$ cat src/rtl/ff_pkg.sv
// Shared mode encoding for the universal register bank.
// Imported by ff_bank_univ and its bench.
package ff_pkg;

  localparam int MODE_W = 3;

  typedef logic [MODE_W-1:0] mode_t;

  localparam mode_t MODE_HOLD = 3'd0;
  localparam mode_t MODE_LOAD = 3'd1;
  localparam mode_t MODE_TOGL = 3'd2;
  localparam mode_t MODE_SHL  = 3'd3;
  localparam mode_t MODE_SHR  = 3'd4;
  localparam mode_t MODE_ROTL = 3'd5;
  localparam mode_t MODE_INC  = 3'd6;
  localparam mode_t MODE_DEC  = 3'd7;

endpackage

$ cat src/rtl/ff_bank_univ.sv
// WIDTH-bit multi-mode register: load, toggle, shift, rotate, inc/dec.
// Synchronous clear/set, enable, terminal count and sticky wrap flag.
module ff_bank_univ
  import ff_pkg::*;
#(
  parameter int               WIDTH   = 8,
  parameter logic [WIDTH-1:0] RST_VAL = '0,
  parameter logic [WIDTH-1:0] SET_VAL = {WIDTH{1'b1}}
) (
  input  logic             clk,
  input  logic             rst_n,
  input  logic             en,
  input  logic             clr,
  input  logic             set,
  input  mode_t            mode,
  input  logic [WIDTH-1:0] d,
  input  logic [WIDTH-1:0] t,
  input  logic             sin,
  output logic [WIDTH-1:0] q,
  output logic [WIDTH-1:0] qbar,
  output logic             sout,
  output logic             tc,
  output logic             ovf
);

  logic [WIDTH-1:0] q_q;
  logic [WIDTH-1:0] q_d;
  logic             ovf_q;

  always_comb begin
    q_d = q_q;
    case (mode)
      MODE_HOLD: q_d = q_q;
      MODE_LOAD: q_d = d;
      MODE_TOGL: q_d = q_q ^ t;
      MODE_SHL:  q_d = {q_q[WIDTH-2:0], sin};
      MODE_SHR:  q_d = {sin, q_q[WIDTH-1:1]};
      MODE_ROTL: q_d = {q_q[WIDTH-2:0], q_q[WIDTH-1]};
      MODE_INC:  q_d = q_q + 1'b1;
      MODE_DEC:  q_d = q_q - 1'b1;
      default:   q_d = q_q;
    endcase
  end

  always_ff @(posedge clk) begin
    if (!rst_n)   q_q <= RST_VAL;
    else if (clr) q_q <= RST_VAL;
    else if (set) q_q <= SET_VAL;
    else if (en)  q_q <= q_d;
  end

  // set leaves the flag alone; only a real wrap raises it
  always_ff @(posedge clk) begin
    if (!rst_n || clr)   ovf_q <= 1'b0;
    else if (!set && tc) ovf_q <= 1'b1;
  end

  assign q    = q_q;
  assign qbar = ~q_q;
  assign ovf  = ovf_q;

  assign sout = (mode == MODE_SHL || mode == MODE_ROTL) ? q_q[WIDTH-1]
              : (mode == MODE_SHR)                      ? q_q[0]
              : 1'b0;

  assign tc = en & (((mode == MODE_INC) & (&q_q)) |
                    ((mode == MODE_DEC) & ~(|q_q)));

endmodule
$ cat config.mk
export PLATFORM = sky130hd
export DESIGN_NAME = ff_bank_univ
export DESIGN_NICKNAME = d
export VERILOG_FILES = /design/src/rtl/ff_pkg.sv /design/src/rtl/ff_bank_univ.sv
export SDC_FILE = /design/constraint.sdc
export NUM_CORES = 1
export LEC_CHECK = 0
export ABC_CLOCK_PERIOD_IN_PS = 5000
export CAP_MARGIN = 30
export CORE_ASPECT_RATIO = 1.2
export CORE_MARGIN = 5
export CORE_UTILIZATION = 45
export CTS_BUF_LIST = sky130_fd_sc_hd__clkbuf_4 sky130_fd_sc_hd__clkbuf_8
export DETAILED_ROUTE_END_ITERATION = 12
export PLACE_DENSITY = 0.81
export RECOVER_POWER = 25
export SLEW_MARGIN = 20
export SYNTH_ARGS = -nofsm -noshare
export SYNTH_HDL_FRONTEND = slang
export SYNTH_SLANG_ARGS = --single-unit
$ cat constraint.sdc
create_clock -name clk -period 5 [get_ports clk]
set_clock_uncertainty 0.05 [all_clocks]
set_input_delay 1 -clock clk [delete_from_list [all_inputs] [get_ports clk]]
set_output_delay 1 -clock clk [all_outputs]
set_load 0.02 [all_outputs]
[After elaboration in Yosys (flattened, before gate mapping)]
Cells that the tools add are included.
Storage, ports and cells
  register bits after elaboration: 9
  bits in latches: 0
  bits in writable memories: 0
  ROM bits: 0
  bits of input ports: 25
  word-level logic and storage cells: 36
  memories kept: 0
Operators by class
  $add $sub $neg: 2
  multiply operators: 0
  divide/modulo/power cells: 0
  $lt $le $gt $ge: 0
  equality and inequality tests: 8
  shifts and indexed selects: 0
  muxes and demuxes: 5
  bitwise gates (word level): 8
  reductions and logical operators: 11
Operators by type and width (number)
  8-bit one-hot mux with 7 select lines: 1
  8-bit 2-to-1 mux: 2
  3-bit == test, second input constant: 4
  8-bit by 1-bit adder with 8-bit output, second input constant: 1
  8-bit inverter: 1
  8-bit AND reduction: 1
  8-bit OR reduction: 1
  8-bit by 1-bit subtractor with 8-bit output, second input constant: 1
  8-bit bitwise XOR: 1
  3-bit by 2-bit == test with 1-bit output, second input constant: 2
  1-bit AND: 3
  3-bit by 1-bit == test with 1-bit output, second input constant: 1
  3-bit logical NOT: 1
  1-bit logical NOT: 2
  1-bit logical OR: 2
  1-bit 2-to-1 mux: 2
  2-bit != test, second input constant: 1
  1-bit inverter: 2
  2-bit AND reduction: 1
  2-bit nonzero test: 1
  2-bit OR reduction: 1
  1-bit logical AND: 1
  1-bit OR: 1

[Logic depth before layout (Yosys ltp)]
Gate-level depths: netlist (run 1).
  depth after elaboration: 6
  gate-level depth with buffers: 10

[Worst setup path after synthesis (run 1)]
OpenSTA, ideal clock, no wires.
  path kind: input-to-output
  start: input port mode[0]
  end: output port tc
  arrival: 1.941 ns
  required time: 3.950 ns
  path slack: 2.009 ns
  stages on the path: 5
  path buffers: 1
  path through: buf_6 nand2b_1 or3_1 a21oi_1 and2_1
Between the ends
  longest elaborated chain between the ends: 4
  elaborated cells between the ends (all ways): 6
  classes of those cells: eq/ne (2); bitwise (4)
Ends and longest elaborated chain
  start, declared: line ff_bank_univ.sv:15  | input mode_t mode,
  3-bit == test (on tied branches): line ff_bank_univ.sv:66, ff_bank_univ.sv:67
  1-bit AND (on tied branches): line ff_bank_univ.sv:66, ff_bank_univ.sv:67
  1-bit OR *: line ff_bank_univ.sv:66  | assign tc = en & (((mode == MODE_INC) & (&q_q)) |
  1-bit AND *: line ff_bank_univ.sv:66
  end, declared: line ff_bank_univ.sv:22  | output logic tc,
Every way passes the cells marked *; elsewhere a longest branch is shown, timed or not.

[Worst setup path in the final report (run 1)]
  start: input port mode[1]
  end: output port sout
Between the ends
  longest elaborated chain between the ends: 3
  elaborated cells between the ends (all ways): 6
  classes of those cells: eq/ne (3); mux (2); reduce/logical (1)
Ends and longest elaborated chain
  3-bit == test (tied with other cells): line ff_bank_univ.sv:63  | : (mode == MODE_SHR) ? q_q[0]
  1-bit 2-to-1 mux or 1-bit logical OR (tied branches): line ff_bank_univ.sv:63, ff_bank_univ.sv:62
  1-bit 2-to-1 mux *: line ff_bank_univ.sv:62  | assign sout = (mode == MODE_SHL || mode == MODE_ROTL) ? q_q[WIDTH-1]
  end, declared: line ff_bank_univ.sv:21  | output logic sout,
Marks and branches as above.

==> results.cfg, run 1 <==
[clock_tree]
ctsHoldBuffers = 0
cts_root_buf = clkbuf_4
post-cts-setup-buffers = 0
ctsResizeCount = 0
path_clk_slew_ns = 0.08
htreeDepth = 1
cts_tree = built
clock_latency_ns = 0.28
clkSinkCount = 9
cts_buffer_depth = 2
cts_inserted_buffers = 3

[yosys]
avgSynthCellArea_um2 = 7.468
synth-edff-count = 0
yosysMostFrequentCell = a21oi_1
synth_commonest_cells = a21oi_1, inv_1, buf_2
synth_top_area_cell = dfxtp_1
async_flop_share_pct = 0
yosys_warnings = 0
ys_ff_latch = 9
netlist.area_leader.share_pct = 15.27
synthCells = 158
syn_area_um2 = 1180
ys_seq_area_share_pct = 15.27
synth.distinct_cells = 50
synthTopCellsByArea = dfxtp_1, a21oi_1, xor2_1, nand2b_1, buf_2
ys.flop_type = dfxtp_1
synth_nets = 184

[detailed_routing]
drc = 0
drt-wirelength-per-cell_um = 16.33
dr.pass1.iters = 4
drt_iter0_markers = 70
via_count = 1353
vias_per_cell = 6.067
ant_nets = 0
routed_wl_um = 3642

[job]
maxCapViolations = 0

[sta]
finalHoldViolCount = 0
fin_tns_setup_ns = 0
slew_headroom_pct = 57.25
rsz0062_at_grt = false
setup_ws_ns = 0.6376
final.period_utilization_pct = 87.25
setup_viol = 0
tightest_slew_ns = 0.6391
period_needed_ns = 4.362
fmax_mhz = 229.2
maxSlewViolCount = 0

[final_layout]
nNetsFinal = 217
n_antenna_cell = 0
area_growth_pct = 34.46
final_util_pct = 62.77
fillCellCount = 225
drive_gt1_share_pct = 6.316

[placed_design]
dpl.hpwl_um = 2666
post-place-ws_ns = 0.7856
io_buffers = 43
gp_congestion = 0.9061

[pwr]
power_mw = 0.2729
irDropWorstVdd_mv = 0.1263
p_leak_nw = 0.5695
power_density_nw_per_um2 = 172.0

[worst_setup_path]
cp_top_family = buffers and inverters
reg2reg_slack_ns = 2.69
start_kind = input pin
crit_buf_inv = 2
cp.arrival_ns = 3.31
slowest_stage = dlygate4sd3_1
worstSetupEndpointType = primary output
critical_path_class = input pin to primary output
path_max_fanout = 14
cp_data_required_time_ns = 3.95
path_cells = dlygate4sd3_1 > xor2_1 > and2_4 > a22o_1 > clkdlybuf4s50_1
crit_path_max_incr_delay_ns = 0.95

[global_route]
grt_overflow = 0
first_global_vias = 1307
grt_first_pass_wirelength_um = 5775
antenna_found_initial = 0
grt_util_all_layers_pct = 19.21
grt_max_degree = 28

[die]
die_area_um2 = 3750
fp.dieH_um = 66.09
die_w_um = 56.75
io_pins = 44
start_util_pct = 46.68
row_count = 20
coreArea_um2 = 2527

[hold_path]
hold_class = register to register

[outcome]
run_status = complete, no violations
==> cells in the final DEF, fill, tap and decap left out, drive strengths merged, types with 7 or more instances in the layout <==
master          n
nor2            7
o21ai          13
dfxtp           9
dlygate4sd3     7
nand2b          9
a21oi          14
xor2            8
inv            11
clkdlybuf4s50  36
==> cells by family (layout without fill, tap and decap cells) <==
kind of cell	count (synthesis)	count (layout)	share of synthesized area, %
buf+inv	27	59	12.19
flops	9	9	15.27
fa+ha+maj	1	1	1.060
simple gates	53	53	28.31
mux	2	2	1.697
compound gates	56	56	34.04
xor+xnor	10	10	7.424
==> layout make-up <==
| cell class | instances | area, um^2 | area share [%] |
|---|---|---|---|
| Clock buffer | 4 | 30.03 | 1.893 |
| Inverter | 11 | 41.29 | 2.603 |
| Multi-Input combinational cell | 122 | 855.8 | 53.94 |
| Sequential cell | 9 | 180.2 | 11.36 |
| Tap cell | 33 | 41.29 | 2.603 |
| Timing Repair Buffer | 44 | 437.9 | 27.60 |
==> worst min-delay path: stages (launching register included) <==
cell and delay [ns]:
dfxtp_1 0.33, a21oi_1 0.04, nor2_1 0.07
==> path summary, 6_finish.rpt <==
| kind | from | end | cells past startpoint |
|---|---|---|---|
| worst min-delay path | ovf | ovf | 2 |
| worst max register to register | q[1] | q[6] | 7 |
| worst min register to register | ovf | ovf | 2 |
| worst max-delay path | mode[1] | sout | 5 |
==> per-layer routing <==
metal	global-route usage [%]	up-vias	share of wire, %
met5	0	-	0
met4	7.246	0	0.91
met3	3.516	6	8.2
met2	34.10	69	50
met1	22.78	627	41
li1	-	651	-
==> flip-flops by register name, summed over array words and instances (netlist names) <==
name and cells:
q 8, ovf 1
==> where the power goes <==
part           internal [mW]  switching (mW)  total, mW
Clock                 0.0364          0.0327     0.0691
Combinational         0.0571          0.0576      0.115
Sequential            0.0757          0.0135     0.0892
==> per-stage QoR <==
stage | hold slack [ns] | cells | area (um^2)
floorplan | 0.5201 | 158 | 1180
detailed placement | 0.4153 | 219 | 1556
global placement | 0.4161 | 219 | 1556
CTS | 0.4388 | 223 | 1587
global route | 0.4581 | 223 | 1587
finish | 0.4277 | 223 | 1587
(Power assumes the default switching activity.)
==> inputs of run 2 (changes only) <==
Settings changed: DONT_BUFFER_PORTS set to 1, PLACE_DENSITY 0.81 to unset.
==> run 2 against run 1 <==
Net effect: global-route usage down 0.45 points; routed wire length shrank 6.2%; cell area is 28% lower; critical path type is now register to primary output; critical endpoint is now tc; largest cell class unchanged.
==> results.cfg, run 2 (synthesis gave the netlist of run 1 again) <==
[die]
start_util_pct = 46.68
die_w_um = 56.75
fp.dieH_um = 66.09
row_count = 20
io_pins = 44
coreArea_um2 = 2527
die_area_um2 = 3750

[worst_setup_path]
reg2reg_slack_ns = 2.30
worstSetupEndpointType = primary output
path_max_fanout = 17
start_kind = register
critical_path_class = register to primary output
cp.arrival_ns = 2.24
cp_data_required_time_ns = 3.95

[detailed_routing]
met3WireLength_um = 307
dr.pass1.iters = 4
wl_met1_um = 1473
drt-wirelength-per-cell_um = 19.08
routed_wl_um = 3415
vias_per_cell = 6.687
wl_met2_um = 1586
routed.top_layer = met4
drc = 0
via_count = 1197
drt_iter0_markers = 43
ant_nets = 0

[pwr]
power_mw = 0.2318
irDropWorstVdd_mv = 0.1494
p_leak_nw = 0.3952
power_density_nw_per_um2 = 201.8

[global_route]
grt_util_all_layers_pct = 18.76
first_global_vias = 1126
grt_first_pass_wirelength_um = 5554
grt_max_degree = 29
grt_overflow = 0
antenna_found_initial = 0

[sta]
tightest_slew_ns = 0.7339
maxSlewViolCount = 0
setup_viol = 0
fmax_mhz = 303.9
period_needed_ns = 3.291
slew_headroom_pct = 51.01
final.period_utilization_pct = 65.82
rsz0062_at_grt = false
finalHoldViolCount = 0
fin_tns_setup_ns = 0

[hold_path]
hold_class = register to register

[clock_tree]
cts_inserted_buffers = 3
clock_latency_ns = 0.28
cts_buffer_depth = 2
ctsHoldBuffers = 0
htreeDepth = 1
cts_root_buf = clkbuf_4
ctsResizeCount = 0
post-cts-setup-buffers = 0
clkSinkCount = 9
path_clk_slew_ns = 0.08
cts_tree = built

[final_layout]
layout_commonest_cell = a21oi_1
final_cell_mix = a21oi_1, inv_1, nand2b_1, o21ai_0, dfxtp_1
drive_gt1_share_pct = 7.534
largest_reg_flops = 8
nNetsFinal = 173
multiInputGateArea_um2 = 855.8
area_growth_pct = -2.651
final_util_pct = 45.45
fillCellCount = 274
finalInstanceArea_um2 = 1149
n_antenna_cell = 0
regArea_um2 = 180.2

[job]
maxCapViolations = 0

[placed_design]
io_buffers = 0
dpl.hpwl_um = 2497
place_area_um2 = 1119
gp_congestion = 0.8286

[outcome]
run_status = complete, no violations
run 2: cell count changes in the layout (fill, tap and decap cells not counted):
cell             previous run  this run
dlygate4sd3_1               7         0
clkdlybuf4s50_1            36         0
buf_4                       1         0
run 2: layout make-up:
class	count	share of cell area, %
tap	33	3.595
sequential	9	15.69
clock buffer	4	2.614
inverter	11	3.595
multi-input combinational	122	74.51
run 2: worst max-delay path, cell delays in order (launching register included):
cell     delay (ns)
dfxtp_1        0.80
nand4_1        0.27
or3_1          0.43
a21oi_1        0.19
and2_1         0.27
run 2: through the flow:
| stage | worst slack, ns | hold slack (ns) | std cells |
|---|---|---|---|
| after global routing | 1.558 | 0.6362 | 179 |
| after CTS | 1.729 | 0.5791 | 179 |
| after floorplan | 2.009 | 0.5201 | 158 |
| after global placement | 2.068 | 0.5499 | 175 |
| final | 1.709 | 0.5684 | 179 |
| after detailed placement | 2.046 | 0.5645 | 175 |
run 2: per-layer routing:
metal | vias up | GRT usage [%]
met4 | 0 | 6.377
met2 | 58 | 29.19
met1 | 560 | 24.77
met5 | - | 0
met3 | 5 | 5.273
li1 | 574 | -
run 2: power breakdown:
part	leakage, nW	total, mW	switching (mW)	internal, mW
combinational	0.303	0.0670	0.0383	0.0286
clock	0.0184	0.0697	0.0333	0.0364
sequential	0.0739	0.0951	0.0194	0.0757
run 2: worst paths after layout:
check / from / to / depth (start not counted)
max: q[3] / tc / 4
min: ovf / ovf / 2
max reg2reg: q[1] / q[6] / 7
min reg2reg: ovf / ovf / 2
